### config.mk
export PLATFORM = sky130hd
export DESIGN_NAME = uart_tx
export DESIGN_NICKNAME = d
export VERILOG_FILES = /design/src/rtl/uart_pkg.sv /design/src/rtl/uart_baud_counter.sv /design/src/rtl/uart_tx.sv
export SDC_FILE = /design/constraint.sdc
export NUM_CORES = 1
export LEC_CHECK = 0
export ABC_AREA = 0
export CORE_ASPECT_RATIO = 0.9
export CORE_MARGIN = 1.5
export CORE_UTILIZATION = 45
export CTS_CLUSTER_DIAMETER = 100
export CTS_CLUSTER_SIZE = 30
export DETAILED_ROUTE_END_ITERATION = 10
export PLACE_DENSITY = 0.67
export SETUP_SLACK_MARGIN = 0.15
export SYNTH_ARGS = -nofsm -noshare
export SYNTH_HDL_FRONTEND = slang
export SYNTH_HIERARCHICAL = 1
export SYNTH_SLANG_ARGS = --single-unit
### constraint.sdc
create_clock -name clk -period 2.4 [get_ports clk]
set_input_delay 0.24 -clock clk [delete_from_list [all_inputs] [get_ports clk]]
set_output_delay 0.24 -clock clk [all_outputs]
set_load 0.02 [all_outputs]
### src/rtl/uart_pkg.sv
// Shared UART definitions: state encoding common to transmitter and receiver,
// default bit period and frame geometry.
package uart_pkg;

    typedef enum logic [1:0] {
        IDLE  = 2'b00,
        START = 2'b01,
        DATA  = 2'b10,
        STOP  = 2'b11
    } uart_state_t;

    localparam int UART_CLKS_PER_BIT_DEFAULT = 434;
    localparam int UART_DATA_BITS            = 8;
    localparam int UART_COUNT_W              = 16;

endpackage

### src/rtl/uart_baud_counter.sv
// Bit-period counter: counts 0..CLKS_PER_BIT-1 while enabled, flags the last
// cycle of a bit. Clear has priority over enable.
module uart_baud_counter
    import uart_pkg::*;
#(
    parameter int CLKS_PER_BIT = UART_CLKS_PER_BIT_DEFAULT
) (
    input  logic                    clk,
    input  logic                    rst,
    input  logic                    clr,
    input  logic                    en,
    output logic [UART_COUNT_W-1:0] count,
    output logic                    last
);

    localparam logic [UART_COUNT_W-1:0] LAST_VAL = UART_COUNT_W'(CLKS_PER_BIT - 1);

    always_ff @(posedge clk) begin
        if (rst || clr) begin
            count <= '0;
        end else if (en) begin
            count <= count + UART_COUNT_W'(1);
        end
    end

    assign last = (count == LAST_VAL);

endmodule

### src/rtl/uart_tx.sv
// 8N1 UART transmitter: one byte per accepted request, LSB first, each bit
// CLKS_PER_BIT cycles; requests while busy are dropped.
module uart_tx
    import uart_pkg::*;
#(
    parameter int CLKS_PER_BIT = UART_CLKS_PER_BIT_DEFAULT
) (
    input  logic                      clk,
    input  logic                      rst,
    input  logic                      tx_start,
    input  logic [UART_DATA_BITS-1:0] tx_data,
    output logic                      tx,
    output logic                      tx_busy,
    output logic                      tx_done
);

    localparam logic [2:0] LAST_BIT = 3'(UART_DATA_BITS - 1);

    uart_state_t               state;
    uart_state_t               state_nxt;
    logic [2:0]                bit_index;
    logic [2:0]                bit_index_nxt;
    logic [UART_DATA_BITS-1:0] shreg;
    logic [UART_DATA_BITS-1:0] shreg_nxt;
    logic [UART_COUNT_W-1:0]   clk_count;
    logic                      last;
    logic                      cnt_clr;
    logic                      cnt_en;
    logic                      tx_nxt;
    logic                      busy_nxt;
    logic                      done_nxt;
    logic                      unused_count;

    // Counter is held at zero in IDLE so every frame starts from a clean bit.
    assign cnt_clr = (state == IDLE) || last;
    assign cnt_en  = (state != IDLE);

    uart_baud_counter #(
        .CLKS_PER_BIT (CLKS_PER_BIT)
    ) u_baud (
        .clk   (clk),
        .rst   (rst),
        .clr   (cnt_clr),
        .en    (cnt_en),
        .count (clk_count),
        .last  (last)
    );

    assign unused_count = ^clk_count;

    always_ff @(posedge clk) begin
        if (rst) begin
            state <= IDLE;
        end else begin
            state <= state_nxt;
        end
    end

    always_comb begin
        state_nxt = state;
        case (state)
            IDLE:    if (tx_start) state_nxt = START;
            START:   if (last) state_nxt = DATA;
            DATA:    if (last && (bit_index == LAST_BIT)) state_nxt = STOP;
            STOP:    if (last) state_nxt = IDLE;
            default: state_nxt = IDLE;
        endcase
    end

    always_comb begin
        bit_index_nxt = bit_index;
        shreg_nxt     = shreg;
        case (state)
            IDLE: begin
                if (tx_start) shreg_nxt = tx_data;
            end
            START: begin
                if (last) bit_index_nxt = 3'd0;
            end
            DATA: begin
                if (last) begin
                    shreg_nxt     = shreg >> 1;
                    bit_index_nxt = bit_index + 3'd1;
                end
            end
            default: begin
                bit_index_nxt = bit_index;
            end
        endcase
    end

    always_ff @(posedge clk) begin
        if (rst) begin
            bit_index <= 3'd0;
            shreg     <= '0;
        end else begin
            bit_index <= bit_index_nxt;
            shreg     <= shreg_nxt;
        end
    end

    // Outputs are computed from the next state so the line settles one cycle
    // after acceptance and stays glitch-free from a flop.
    always_comb begin
        tx_nxt   = 1'b1;
        busy_nxt = (state_nxt != IDLE);
        done_nxt = (state == STOP) && last;
        case (state_nxt)
            START:   tx_nxt = 1'b0;
            DATA:    tx_nxt = shreg_nxt[0];
            default: tx_nxt = 1'b1;
        endcase
    end

    always_ff @(posedge clk) begin
        if (rst) begin
            tx      <= 1'b1;
            tx_busy <= 1'b0;
            tx_done <= 1'b0;
        end else begin
            tx      <= tx_nxt;
            tx_busy <= busy_nxt;
            tx_done <= done_nxt;
        end
    end

endmodule

Word level (Yosys, flattened, before mapping)
Cells that the tools add are included.
Cells by class
  add/subtract/negate cells: 2
  eq/ne operators: 10
  multiplexer cells: 12
  reductions and logical operators: 11
Operators by type and width (count)
  16-bit by 1-bit adder with 16-bit output (second input constant): 1
  16-bit by 9-bit == test with 1-bit output (second input constant): 1
  8-bit two-way mux: 2
  8-bit case mux with 2 select lines: 1
  2-bit two-way mux: 4
  2-bit case mux with 4 select lines: 1
  2-bit nonzero test: 4
  2-bit == test (second input constant): 3
  3-bit two-way mux: 2
  2-bit inequality test (second input constant): 3
  3-bit case mux with 2 select lines: 1
  3-bit AND reduction: 2
  2-bit by 1-bit == test with 1-bit output (second input constant): 2
  3-bit by 1-bit adder with 3-bit output (second input constant): 1
  3-bit == test (second input constant): 1
  1-bit logical AND: 2
  2-bit zero test: 1
  1-bit logical OR: 2
  1-bit case mux with 2 select lines: 1
Word-level totals
  register bits: 32
  input bits: 11
  output and inout bits: 3
  logic and storage cells: 43

Longest topological paths before layout
Gate-level depths: netlist of the first run.
  depth after elaboration: 6
  gate-level depth with buffers: 10
  mapped depth without buffers: 9

Cells and area by module
The synthesis of the first run kept the hierarchy.
By module, submodules not included
  uart_baud_counter: times used 1, cells each 91, area an instance 772.0 um2, seq. area each 320.3 um2
  uart_tx: times used 1, cells each 77, area an instance 728.2 um2, seq. area each 320.3 um2

Worst setup path before layout of the first run
Ideal clock, no wire load.
  path kind: register -> register
  start point: register u_baud.count[13]
  end point: register u_baud.count[0]
  data arrival time: 2.242 ns
  required time: 2.272 ns
  slack: 0.030 ns
  cell stages (with the launch flop): 9
  path through: dfxtp_1 or4_1 nor4_1 inv_1 nand2_1 or2_2 clkbuf_1 clkbuf_1 nor2_1
On the way
  word-level cells in the longest chain between the ends: 3
RTL lines
  start: declaration: RTL line uart_baud_counter.sv:12  | output logic [UART_COUNT_W-1:0] count,
  start signal: assignment: RTL line uart_baud_counter.sv:22  | count <= count + UART_COUNT_W'(1);
  16-bit by 9-bit == test with 1-bit output: RTL line uart_baud_counter.sv:26  | assign last = (count == LAST_VAL);
  net last: RTL line uart_tx.sv:26  | logic last;
  1-bit logical OR: RTL line uart_tx.sv:35  | assign cnt_clr = (state == IDLE) || last;
  net cnt_clr: RTL line uart_tx.sv:27  | logic cnt_clr;
  1-bit logical OR: RTL line uart_baud_counter.sv:19  | if (rst || clr) begin
The timed path passes the listed nets, and every way through them passes these cells.
A chain may end at the register's enable or synchronous reset.

Final worst setup path of the first run
  start point: register u_baud.count[13]
  end point: register tx
On the way
  word-level cells in the longest chain between the ends: 6
  elaborated cells on any way between the ends: 11
  classes of those cells: eq/ne (3); mux (7); reduce/logical (1)
RTL lines
  16-bit by 9-bit == test with 1-bit output (*): RTL line uart_baud_counter.sv:26
  net last: RTL line uart_tx.sv:26
  1-bit logical AND: RTL line uart_tx.sv:64  | DATA: if (last && (bit_index == LAST_BIT)) state_nxt = STOP;
  2-bit two-way mux: RTL line uart_tx.sv:64
  2-bit case mux with 4 select lines: RTL line uart_tx.sv:61  | case (state)
  2-bit == test / 2-bit by 1-bit == test with 1-bit output (equally long branches): RTL line uart_tx.sv:108  | case (state_nxt)
  1-bit case mux with 2 select lines (*): RTL line uart_tx.sv:108
  end signal: assignment: RTL line uart_tx.sv:121  | tx <= tx_nxt;
  end: declaration: RTL line uart_tx.sv:12  | output logic tx,
The timed path passes the listed nets; every way through them passes the cells marked *. The select of a mux whose other input is x is not followed.

==> results.json, run 1 <==
{
  "fmax_mhz": 485,
  "total_power_mw": 1.21,
  "p_leak_nw": 0.621,
  "arrival_ns": 2.22,
  "worstPathMaxFanout": 7,
  "drt-vias-per-instance": 5.55,
  "path_clk_slew_ns": 0.07,
  "synth_fp_nets": 183,
  "final-hold-violation-count": 0,
  "rsz0062_at_grt": "false",
  "fp-row-count": 19,
  "grt_max_degree": 16,
  "maxSlewHeadroom_pct": 66.1,
  "first_global_vias": 1172,
  "drive_above_1_share_pct": 13.4,
  "cts_resized": 0,
  "crit_path_end_kind": "register",
  "start_util_pct": 48.2,
  "dieArea_sq_mm": 0.00369,
  "dr.pass1.iters": 4,
  "grt_pass1_wl_mm": 5.36,
  "setup_viol": 0,
  "nNetsFinal": 201,
  "layout_commonest_cell": "dfxtp_1",
  "ys.flop_type": "dfxtp_1",
  "yosysUniqueCellTypes": 41,
  "synth_enable_flop_cells": 0,
  "ant_nets": 0,
  "worst_pin_slew_ns": 0.505,
  "diodes": 0,
  "insertion_delay_ns": 0.29,
  "maxSlewViolCount": 0,
  "gr-total-overflow": 0,
  "power_density_mw_per_mm2": 669,
  "synth.avg_cell_area_sq_um": 8.93,
  "finalWirelength_mm": 3.04,
  "drt_iter0_drc": 86,
  "intPower_uw": 956,
  "cts_hold_buf": 0,
  "seqPwrFrac_pct": 45.7,
  "synthesis.yosys.warnings": 6,
  "via_count": 1270,
  "finalClockSkew_ns": 0.00302,
  "critPathLaunchType": "register",
  "cts_sinks": 32,
  "fp.dieH_um": 57.8,
  "irDropWorstVdd_mv": 0.384,
  "cp.required_ns": 2.55,
  "antenna_found_initial": 0,
  "cts_tree": "yes",
  "synth.cell_area_sq_mm": 0.00150,
  "ys_seq_area_share_pct": 42.7,
  "dp.final_hpwl_mm": 2.14,
  "syn_to_final_growth_pct": 20.6,
  "cts_setup_buffers": 0,
  "clk_path_buf_depth": 2,
  "fin_crit_sh_pct": 85.9,
  "globalplace.congestion": 0.769,
  "ios": 14,
  "async_flop_share_pct": 0,
  "cts-root-buf": "clkbuf_8",
  "cts_buffers": 5,
  "grt_usage_pct": 19.1,
  "io_buffers": 13,
  "wl_per_cell_um": 13.3,
  "p_clk_share_pct": 47.0,
  "outcome": "complete, no violations",
  "worstSetupPathType": "register to register",
  "p_sw_share_pct": 21.0,
  "fin_crit_ns": 2.06,
  "fp.coreArea_sq_mm": 0.00311,
  "synthCells": 168,
  "synth_seq_cells": 32,
  "tns_ns": 0,
  "hold_class": "register to register",
  "switchingPower_uw": 254,
  "mostFrequentLayoutCells": "dfxtp_1, nor2_1, nand2_1",
  "die_w_um": 63.9,
  "maxCapViolations": 0,
  "htree_levels": 2,
  "drc": 0,
  "comb_power_share_pct": 7.3
}
[through the flow]
stage	util, %	instance area (sq um)	instances	setup slack (ns)	hold slack, ns
4_1_cts	58.1	1810	229	0.337	0.465
3_3_place_gp	54.0	1680	221	0.401	0.452
5_1_grt	58.1	1810	229	0.206	0.481
3_5_place_dp	54.0	1680	221	0.348	0.454
2_1_floorplan	-	1510	168	0.195	0.309
6_report	58.1	1810	229	0.338	0.461
[kinds of logic (layout without fill, tap and decap cells)]
kind of cell,Yosys count,after routing,synth area share (%)
AND/OR/NAND/NOR,71,71,25.2
AO/OA/AOI/OAI,36,36,17.2
flip-flops,32,32,42.7
buffers and inverters,13,32,4.42
XOR/XNOR,11,11,6.42
adder cells (fa/ha/maj),4,4,3.34
multiplexers,1,1,0.751
[flip-flops by register name (all words and copies together) (netlist names)]
register / cells
tx_done: 1
state: 2
tx: 1
u_baud/count: 16
shreg: 8
bit_index: 3
tx_busy: 1
[routing by layer]
layer | routed length, um | up-vias | track usage, %
met5 | 0 | - | 0
met1 | 1480 | 598 | 25.9
li1 | - | 638 | -
met3 | 169 | 9 | 5.44
met4 | 57 | 0 | 10.2
met2 | 1340 | 25 | 27.7
[cell type report]
cell class	count	area (sq um)
Clock buffer	7	96.3
Multi-Input combinational cell	123	800
Inverter	6	22.5
Clock inverter	1	30.0
Tap cell	42	52.6
Sequential cell	32	641
Timing Repair Buffer	18	168
Fill cell	279	1310
[power by group through the flow]
stage / Combinational (mW) / Clock [mW] / Sequential (mW)
after floorplan: 0.0502 / 0 / 0.566
after global placement: 0.0856 / 0 / 0.564
after detailed placement: 0.0875 / 0 / 0.564
after CTS: 0.0882 / 0.580 / 0.552
after global routing: 0.0972 / 0.608 / 0.553
final: 0.0885 / 0.569 / 0.552
[final timing paths]
path              slack [ns]                     startpoint  cells after the start                    end
setup / recovery        0.34  u_baud/count[13]$_SDFFE_PP0P_                      7          tx$_SDFF_PP1_
hold / removal          0.46          shreg[3]$_SDFFE_PP0P_                      2  shreg[3]$_SDFFE_PP0P_
setup reg to reg        0.34  u_baud/count[13]$_SDFFE_PP0P_                      7          tx$_SDFF_PP1_
hold reg to reg         0.46          shreg[3]$_SDFFE_PP0P_                      2  shreg[3]$_SDFFE_PP0P_
[worst max-delay path, stage by stage, from the launching register on]
cell and delay, ns:
dfxtp_1 0.33, or4_1 0.52, nor4_2 0.25, buf_4 0.18, inv_1 0.06, a22o_1 0.21
a221oi_2 0.26, a31oi_1 0.11
[synth_stat cells, types with 2 or more instances]
cell type / instances / area (sq um)
dfxtp_1: 32 / 641
nor2_1: 21 / 78.8
nand2_1: 15 / 56.3
a21oi_1: 11 / 55.1
a22oi_1: 10 / 75.1
xnor2_1: 8 / 70.1
inv_1: 6 / 22.5
nor3_1: 5 / 25.0
o21ai_0: 5 / 25.0
ha_1: 4 / 50.1
nand3_1: 4 / 20.0
nand4_1: 4 / 25.0
nor4_1: 4 / 25.0
a22o_1: 3 / 26.3
clkbuf_1: 3 / 11.3
or3_1: 3 / 18.8
xor2_1: 3 / 26.3
a311oi_1: 2 / 17.5
buf_6: 2 / 22.5
or2_2: 2 / 12.5
(Power assumes the default switching activity.)
==> run 2, diff against run 1 <==
- PLACE_DENSITY: 0.67 -> 0.68
==> results.json, run 2 (synthesized netlist as in run 1, its figures left out) <==
{
  "diodes": 0,
  "whs_path_depth": 2,
  "hold_class": "register to register",
  "nFillCells": 297,
  "maxSlewViolCount": 0,
  "maxSlewHeadroom_pct": 75.1,
  "worstPathMaxFanout": 7,
  "outcome": "complete, no violations",
  "cts_sinks": 32,
  "maxCapViolations": 0,
  "htree_levels": 2,
  "grt_pass1_wl_mm": 5.15,
  "final-hold-violation-count": 0,
  "total_power_mw": 1.06,
  "start_util_pct": 48.2,
  "cp.required_ns": 2.57,
  "finalWorstSetupSlack_ns": 0.359,
  "dieArea_sq_mm": 0.00369,
  "worst_pin_slew_ns": 0.370,
  "largest-register": "u_baud/count",
  "finalWirelength_mm": 3.00,
  "setup_viol": 0,
  "gr-total-overflow": 0,
  "ant_nets": 0,
  "path_cells": "or4_1 -> nor4_2 -> buf_4 -> and3b_1 -> nor2_2 -> a22oi_1 -> nor2_1",
  "grt_max_degree": 15,
  "irDropWorstVdd_mv": 0.431,
  "tns_ns": 0,
  "rsz0062_at_grt": "false",
  "final_cells": 229,
  "fp-row-count": 19,
  "fin_crit_sh_pct": 85.0,
  "via_count": 1254,
  "power_density_mw_per_mm2": 598,
  "seqCellArea_sq_um": 641,
  "largest_reg_flops": 16,
  "fin_crit_ns": 2.04,
  "finalClockSkew_ns": 0.00322,
  "fmax_mhz": 490,
  "globalplace.congestion": 0.826,
  "grt_usage_pct": 18.4,
  "cts_setup_buffers": 0,
  "arrival_ns": 2.21,
  "dpl-instance-area_sq_mm": 0.00168,
  "multi_input_area_sq_um": 800,
  "cts_resized": 0,
  "critical-path-max-stage-delay_ns": 0.51,
  "cts-root-buf": "clkbuf_8",
  "clk_path_buf_depth": 2,
  "drive_above_1_share_pct": 12.3,
  "path_clk_slew_ns": 0.06,
  "final_cell_area_sq_mm": 0.00177,
  "io_buffers": 13,
  "die_w_um": 63.9,
  "dp.final_hpwl_mm": 2.18,
  "cp_slowest_cell": "or4_1",
  "antenna_found_initial": 0,
  "place_inst": 221,
  "drc": 0,
  "cts_buffers": 5,
  "cts_tree": "yes",
  "critPathLaunchType": "register",
  "layout_commonest_cell": "dfxtp_1",
  "ios": 14,
  "insertion_delay_ns": 0.28,
  "drt_iter0_drc": 66,
  "reg2reg_depth": 7,
  "reg.largest.list": "u_baud/count: 16 flops, shreg: 8 flops, bit_index: 3 flops",
  "pre_cts_ws_ns": 0.369,
  "cts_hold_buf": 0,
  "nNetsFinal": 201,
  "wl_per_cell_um": 13.1,
  "drt-vias-per-instance": 5.48,
  "dr.pass1.iters": 4,
  "syn_to_final_growth_pct": 18.2,
  "fp.coreArea_sq_mm": 0.00311,
  "fp.dieH_um": 57.8,
  "first_global_vias": 1171,
  "worstSetupPathType": "register to register",
  "mostFrequentLayoutCells": "dfxtp_1, nor2_1, nand2_1",
  "p_leak_nw": 0.602,
  "crit_path_end_kind": "register"
}
run 2: changes by cell type in the layout (fill, tap and decap cells not counted), sizes merged:
cell,change
clkbuf,+1
bufinv,-1
run 2: final timing paths:
| check | startpoint | end | slack, ns |
|---|---|---|---|
| max | u_baud/count[13]$_SDFFE_PP0P_ | shreg[7]$_SDFFE_PP0P_ | 0.36 |
| min | shreg[4]$_SDFFE_PP0P_ | shreg[4]$_SDFFE_PP0P_ | 0.46 |
| max reg2reg | u_baud/count[13]$_SDFFE_PP0P_ | shreg[7]$_SDFFE_PP0P_ | 0.36 |
| min reg2reg | shreg[4]$_SDFFE_PP0P_ | shreg[4]$_SDFFE_PP0P_ | 0.46 |
run 2: per-stage QoR:
| stage | hold WS (ns) | util [%] |
|---|---|---|
| final | 0.461 | 56.9 |
| after global routing | 0.487 | 56.9 |
| after CTS | 0.460 | 56.9 |
| after detailed placement | 0.451 | 54.0 |
| after global placement | 0.448 | 54.0 |
| after floorplan | 0.309 | - |
run 2: power by group:
part / internal, mW / switching [mW]
Combinational: 0.0451 / 0.0428
Clock: 0.233 / 0.186
Sequential: 0.545 / 0.00804
Total: 0.823 / 0.236
run 2: layout make-up:
type | instances | area share, %
clock buffer | 8 | 5.08
inverter | 6 | 1.27
multi-input combinational | 123 | 45.1
sequential | 32 | 36.1
tap | 42 | 2.96
timing repair buffer | 18 | 9.46
run 2: layer usage:
metal	track usage, %	vias to the layer above	share of wire, %
met1	24.2	586	50
met2	26.5	21	43
met4	12.1	0	2.5
met3	5.24	8	4.4
met5	0	-	0
li1	-	639	-
run 2: critical path: cells and delay by family, from the launching register on:
kind / cells / cell delay [ns]
buffers and inverters: 1 / 0.18
AOI/OAI and AO/OA: 1 / 0.16
and+or+nand+nor: 5 / 1.26
DFF: 1 / 0.33
